File: src/rtl/instr_pkg.sv
// ---------------------------------------------------------------------------
// instr_pkg
//   Shared definitions for the 16-bit instruction word used by the
//   instruction encoder and the instruction decoder.
//   - Field bit positions of the word.
//   - Opcode nibbles (word[15:12]) that do not write a register.
//   - regwe_of(): register-write rule. The decoder uses the same function,
//     so the hint produced here always agrees with the decoder.
// ---------------------------------------------------------------------------
package instr_pkg;

  localparam int INSTR_W  = 16;

  localparam int AOP_MSB  = 15;
  localparam int AOP_LSB  = 11;
  localparam int SELA_MSB = 10;
  localparam int SELA_LSB = 8;
  localparam int SELB_MSB = 7;
  localparam int SELB_LSB = 5;
  localparam int SELD_MSB = 4;
  localparam int SELD_LSB = 2;
  localparam int IMM_MSB  = 7;
  localparam int IMM_LSB  = 0;

  localparam logic [3:0] NOWR_NIB_0 = 4'b0111;
  localparam logic [3:0] NOWR_NIB_1 = 4'b1100;
  localparam logic [3:0] NOWR_NIB_2 = 4'b1101;

  function automatic logic regwe_of(input logic [3:0] nib);
    return !((nib == NOWR_NIB_0) || (nib == NOWR_NIB_1) || (nib == NOWR_NIB_2));
  endfunction

endpackage

File: src/rtl/instruction_encoder_fifo.sv
// ---------------------------------------------------------------------------
// sync_fifo
//   Single-clock FIFO with a combinational head read port.
//   Ports:
//     clk, rst_n      clock, async active-low reset (pointers and count only)
//     push, wdata     write request and data; ignored when full
//     pop             read request; ignored when empty, advances the head
//     rdata           current head entry (valid when count != 0)
//     count           occupancy, 0..DEPTH
//   DEPTH must be a power of two >= 2 so pointers wrap naturally.
// ---------------------------------------------------------------------------
module sync_fifo #(
  parameter  int WIDTH = 17,
  parameter  int DEPTH = 4,
  localparam int AW    = $clog2(DEPTH),
  localparam int CW    = AW + 1
) (
  input  logic             clk,
  input  logic             rst_n,
  input  logic             push,
  input  logic [WIDTH-1:0] wdata,
  input  logic             pop,
  output logic [WIDTH-1:0] rdata,
  output logic [CW-1:0]    count
);

  logic [AW-1:0]    wr_ptr_q, wr_ptr_d;
  logic [AW-1:0]    rd_ptr_q, rd_ptr_d;
  logic [CW-1:0]    count_q, count_d;
  logic [WIDTH-1:0] mem_q [DEPTH];
  logic [WIDTH-1:0] mem_d [DEPTH];
  logic             push_ok;
  logic             pop_ok;

  assign push_ok = push && (count_q != CW'(DEPTH));
  assign pop_ok  = pop && (count_q != '0);

  always_comb begin
    wr_ptr_d = wr_ptr_q;
    rd_ptr_d = rd_ptr_q;
    count_d  = count_q;
    mem_d    = mem_q;
    if (push_ok) begin
      mem_d[wr_ptr_q] = wdata;
      wr_ptr_d        = wr_ptr_q + AW'(1);
    end
    if (pop_ok) begin
      rd_ptr_d = rd_ptr_q + AW'(1);
    end
    case ({push_ok, pop_ok})
      2'b10:   count_d = count_q + CW'(1);
      2'b01:   count_d = count_q - CW'(1);
      default: count_d = count_q;
    endcase
  end

  always_ff @(posedge clk or negedge rst_n) begin
    if (!rst_n) begin
      wr_ptr_q <= '0;
      rd_ptr_q <= '0;
      count_q  <= '0;
    end else begin
      wr_ptr_q <= wr_ptr_d;
      rd_ptr_q <= rd_ptr_d;
      count_q  <= count_d;
    end
  end

  // Storage needs no reset: entries are only read once counted as valid.
  always_ff @(posedge clk) begin
    mem_q <= mem_d;
  end

  assign rdata = mem_q[rd_ptr_q];
  assign count = count_q;

endmodule

File: src/rtl/instruction_encoder.sv
// ---------------------------------------------------------------------------
// instruction_encoder
//   Packs decoded instruction fields into 16-bit words, buffers them in a
//   FIFO and issues one word per cycle to the instruction decoder.
//   Ports:
//     clk, rst_n          clock, async active-low reset
//     in_valid/in_ready   field-set handshake (in_ready = count != DEPTH)
//     in_aluop..in_immform decoded fields; immform selects imm vs reg form
//     stall               holds off issue while high
//     instr, en           issued word and its one-cycle issue strobe
//     regwe_hint          predicted decoder register-write for instr
//     count               FIFO occupancy
//     err                 one-cycle reject pulse
//   Build option INSTR_ENC_IMM_CHECK_EN: immediate-form sets with nonzero
//   in_imm[15:8] are handshaken but dropped and flagged on err. Without it
//   the upper immediate bits are truncated and err stays 0.
// ---------------------------------------------------------------------------
module instruction_encoder
  import instr_pkg::*;
#(
  parameter  int DEPTH = 4,
  localparam int CW    = $clog2(DEPTH) + 1
) (
  input  logic               clk,
  input  logic               rst_n,
  input  logic               in_valid,
  output logic               in_ready,
  input  logic [4:0]         in_aluop,
  input  logic [2:0]         in_selA,
  input  logic [2:0]         in_selB,
  input  logic [2:0]         in_selD,
  input  logic [15:0]        in_imm,
  input  logic               in_immform,
  input  logic               stall,
  output logic [INSTR_W-1:0] instr,
  output logic               en,
  output logic               regwe_hint,
  output logic [CW-1:0]      count,
  output logic               err
);

  logic [INSTR_W-1:0] word;
  logic               word_hint;
  logic               accept;
  logic               reject;
  logic               push;
  logic               pop;
  logic [INSTR_W:0]   head;
  logic [CW-1:0]      fifo_count;

  logic [INSTR_W-1:0] instr_q, instr_d;
  logic               en_q, en_d;
  logic               regwe_hint_q, regwe_hint_d;
  logic               err_q, err_d;

  always_comb begin
    word = '0;
    word[AOP_MSB:AOP_LSB]   = in_aluop;
    word[SELA_MSB:SELA_LSB] = in_selA;
    if (in_immform) begin
      word[IMM_MSB:IMM_LSB] = in_imm[7:0];
    end else begin
      word[SELB_MSB:SELB_LSB] = in_selB;
      word[SELD_MSB:SELD_LSB] = in_selD;
    end
  end

  assign word_hint = regwe_of(word[15:12]);
  assign in_ready  = (fifo_count != CW'(DEPTH));
  assign accept    = in_valid && in_ready;

`ifdef INSTR_ENC_IMM_CHECK_EN
  assign reject = accept && in_immform && (in_imm[15:8] != 8'h00);
`else
  logic unused_imm_hi;
  assign unused_imm_hi = ^in_imm[15:8];
  assign reject        = 1'b0;
`endif

  assign push = accept && !reject;
  // Pop decision uses the pre-edge count, so a word pushed into an empty
  // FIFO cannot bypass straight to instr on the same edge.
  assign pop  = !stall && (fifo_count != '0);

  sync_fifo #(
    .WIDTH (INSTR_W + 1),
    .DEPTH (DEPTH)
  ) u_fifo (
    .clk   (clk),
    .rst_n (rst_n),
    .push  (push),
    .wdata ({word_hint, word}),
    .pop   (pop),
    .rdata (head),
    .count (fifo_count)
  );

  always_comb begin
    instr_d      = instr_q;
    regwe_hint_d = regwe_hint_q;
    en_d         = pop;
    err_d        = reject;
    if (pop) begin
      instr_d      = head[INSTR_W-1:0];
      regwe_hint_d = head[INSTR_W];
    end
  end

  always_ff @(posedge clk or negedge rst_n) begin
    if (!rst_n) begin
      instr_q      <= '0;
      en_q         <= 1'b0;
      regwe_hint_q <= 1'b0;
      err_q        <= 1'b0;
    end else begin
      instr_q      <= instr_d;
      en_q         <= en_d;
      regwe_hint_q <= regwe_hint_d;
      err_q        <= err_d;
    end
  end

  assign instr      = instr_q;
  assign en         = en_q;
  assign regwe_hint = regwe_hint_q;
  assign err        = err_q;
  assign count      = fifo_count;

endmodule

File: config.mk
export PLATFORM = sky130hd
export DESIGN_NAME = instruction_encoder
export DESIGN_NICKNAME = d
export VERILOG_FILES = /design/src/rtl/instr_pkg.sv /design/src/rtl/instruction_encoder_fifo.sv /design/src/rtl/instruction_encoder.sv
export SDC_FILE = /design/constraint.sdc
export NUM_CORES = 1
export LEC_CHECK = 0
export CORE_UTILIZATION = 50
export CTS_CLUSTER_SIZE = 40
export DETAILED_ROUTE_END_ITERATION = 8
export PLACE_DENSITY = 0.74
export SYNTH_ARGS = -nofsm -noshare
export SYNTH_HDL_FRONTEND = slang
export SYNTH_SLANG_ARGS = --single-unit
File: constraint.sdc
create_clock -name clk -period 5 [get_ports clk]
set_clock_uncertainty 0.15 [all_clocks]
set_input_delay 1 -clock clk [delete_from_list [all_inputs] [get_ports clk]]
set_output_delay 1 -clock clk [all_outputs]
set_load 0.05 [all_outputs]
==> impl_metrics.yaml <==
clock_network:
  clockRootBuffer: "clkbuf_8"
  cts.sinks: 93
  insertion_delay_ns: 0.35
  path_clk_slew_ns: 0.08
  cts-hold-fix-buffers: 0
  cts_tree: "built"
  postCtsSetupRepairBufs: 0
  ctsResizeCount: 0
  cts_buffer_depth: 2
  cts_buffers: 9
  htree_num_levels: 3
power_and_ir_drop:
  power-per-cell-area_nw_per_um2: 623
  ir_drop_mv: 0.258
  power.total_mw: 2.80
  leakage_nw: 1.65
timing:
  worst_pin_slew_ns: 1.05
  hold-worst-slack_ns: 0.362
  min_period_over_period_pct: 63.1
  rsz0062_at_grt: "no"
  setup-violations-final: 0
  setup-tns-final_ns: 0
  max_freq_mhz: 317
  hold_viol_final: 0
  final_max_slew_viol_count: 0
  period_needed_ns: 3.16
  slew_headroom_pct: 30.0
grt:
  overflow: 0
  grt_max_degree: 26
  antenna_found_initial: 0
  grt_usage_pct: 16.6
  grt_pass1_vias: 1750
  grt_first_pass_wirelength_um: 8950
finish:
  drive_gt1_share_pct: 22.0
  antenna_cells: 0
  area_delta_synth_final_pct: 21.3
  num-fill-cells: 538
  utilization_pct: 62.4
  multiInputGateArea_sq_um: 960
  mostFrequentLayoutCells: "edfxtp_1 (68), clkdlybuf4s50_1 (48), dfrtp_1 (25)"
  nNetsFinal: 272
  mostFrequentLayoutCell: "edfxtp_1"
  regArea_sq_um: 2670
synth:
  synth_seq_area_share_pct: 71.8
  syn_area_sq_um: 3710
  synth_top_family_by_area: "multiplexers"
  ys_warn_count: 0
  synthXorXnorAreaFrac_pct: 1.42
  synth_nets: 218
  ys_types: 28
  yosys_register_bits: 93
  yosys.area.top_type: "edfxtp_1"
  synth_compound_area_share_pct: 0.135
  syn_inst: 177
  synthAdderAreaFrac_pct: 2.22
  synth.area.mux_share_pct: 19.6
  synth-simple-area-share_pct: 2.39
  syn_avg_cell_area_sq_um: 21.0
  yosys-top-cells-area: "edfxtp_1 (55%), dfrtp_1 (17%), mux4_1 (6.4%)"
  yosysTopAreaCellShare_pct: 55.0
drt:
  drc: 0
  via_count: 1757
  drtAntennaViolNets: 0
  vias_per_cell: 5.24
  wire_per_inst_um: 17.4
  firstDrtPassIters: 4
  wirelength_um: 5820
  drt-initial-drc-count: 81
placed_design:
  post-dp-hpwl_um: 3500
  port_buffers: 48
  gp_congestion: 0.671
worst_setup_path:
  worstSetupEndpointType: "output port"
  worstPathCellList: "or3b_1 -> clkdlybuf4s50_1"
  slowest_delay_ns: 0.74
  start_kind: "flop"
  cp_max_fo: 6
  arrival_ns: 2.01
  crit_required_ns: 3.85
  critical-path-slowest-cell: "clkdlybuf4s50_1"
  critPathKind: "flop to output port"
floorplan:
  core_sq_um: 7210
  start_util_pct: 51.5
  die_x_um: 88.2
  rows: 31
  die_y_um: 88.2
  dieArea_sq_um: 7780
  io_pins: 58
hold_path:
  hold_path_class: "flop to flop"
run:
  maxCapViolations: 0
run_status:
  status: "completed"
[path summary, 6_finish.rpt]
check | end | cells past startpoint | slack (ns) | start
max in group asynchronous | instr[9]$_DFFE_PN0P_ | 2 | 3.57 | rst_n
min | instr[15]$_DFFE_PN0P_ | 1 | 0.36 | instr[15]$_DFFE_PN0P_
max | in_ready | 2 | 1.84 | u_fifo.count[0]$_DFFE_PN0P_
min reg2reg | instr[15]$_DFFE_PN0P_ | 1 | 0.36 | instr[15]$_DFFE_PN0P_
min in group asynchronous | instr[1]$_DFFE_PN0P_ | 2 | 0.87 | rst_n
max reg2reg | u_fifo.count[2]$_DFFE_PN0P_ | 9 | 2.61 | u_fifo.count[0]$_DFFE_PN0P_
[Yosys cell counts, drive strengths merged]
cell	number
and2	3
and3	4
buf	6
clkbuf	1
conb	1
dfrtp	25
edfxtp	68
fa	1
ha	5
inv	6
mux2	24
mux2i	1
mux4	17
nand2	3
nor2	2
nor3	1
nor3b	1
o21ai	1
or3b	1
xnor2	2
xor2	4
[power by group]
part	internal, mW	switching, mW	leakage (nW)
logic	0.468	0.562	0.623
registers	1.06	0.152	0.915
clock network	0.309	0.252	0.108
total	1.84	0.966	1.65
[layout make-up]
type                    count  share of cell area (%)
clock buffers              11                    3.36
repair buffers             50                    11.0
multi-input cells          71                    21.3
inverters                   6                   0.500
well taps                  99                    2.75
flip-flops and latches     93                    59.2
clock inverters             5                    1.83
[critical path: cells and delay by family (launching register included)]
kind / cells / cell delay [ns]
buffers and inverters: 1 / 0.74
and+or+nand+nor: 1 / 0.48
DFF: 1 / 0.43
[routing by layer]
metal / track usage (%) / share of wire (%)
met1: 20.7 / 42
met2: 28.0 / 53
met3: 2.64 / 2.8
met4: 9.24 / 2.3
met5: 0 / 0
[registers in the layout (all words and copies together), names as in the netlist]
signal	flops
u_fifo.mem_q	68
en	1
u_fifo.wr_ptr_q	2
u_fifo.count	3
u_fifo.rd_ptr_q	2
regwe_hint	1
instr	16
[kinds of logic (layout without fill, tap and decap cells)]
group | count (synthesis) | count (layout)
flip-flops | 93 | 93
multiplexers | 42 | 42
AND/OR/NAND/NOR | 15 | 15
buffers and inverters | 13 | 72
adder cells (fa/ha/maj) | 6 | 6
XOR/XNOR | 6 | 6
other | 1 | 1
AO/OA/AOI/OAI | 1 | 1
[through the flow]
stage	setup WS (ns)	std cells	instance area, sq um
floorplan	2.19	177	3710
global placement	1.82	319	4270
detailed placement	1.80	319	4270
CTS	1.83	335	4500
global route	1.77	335	4500
finish	1.84	335	4500
(Power assumes the default switching activity.)
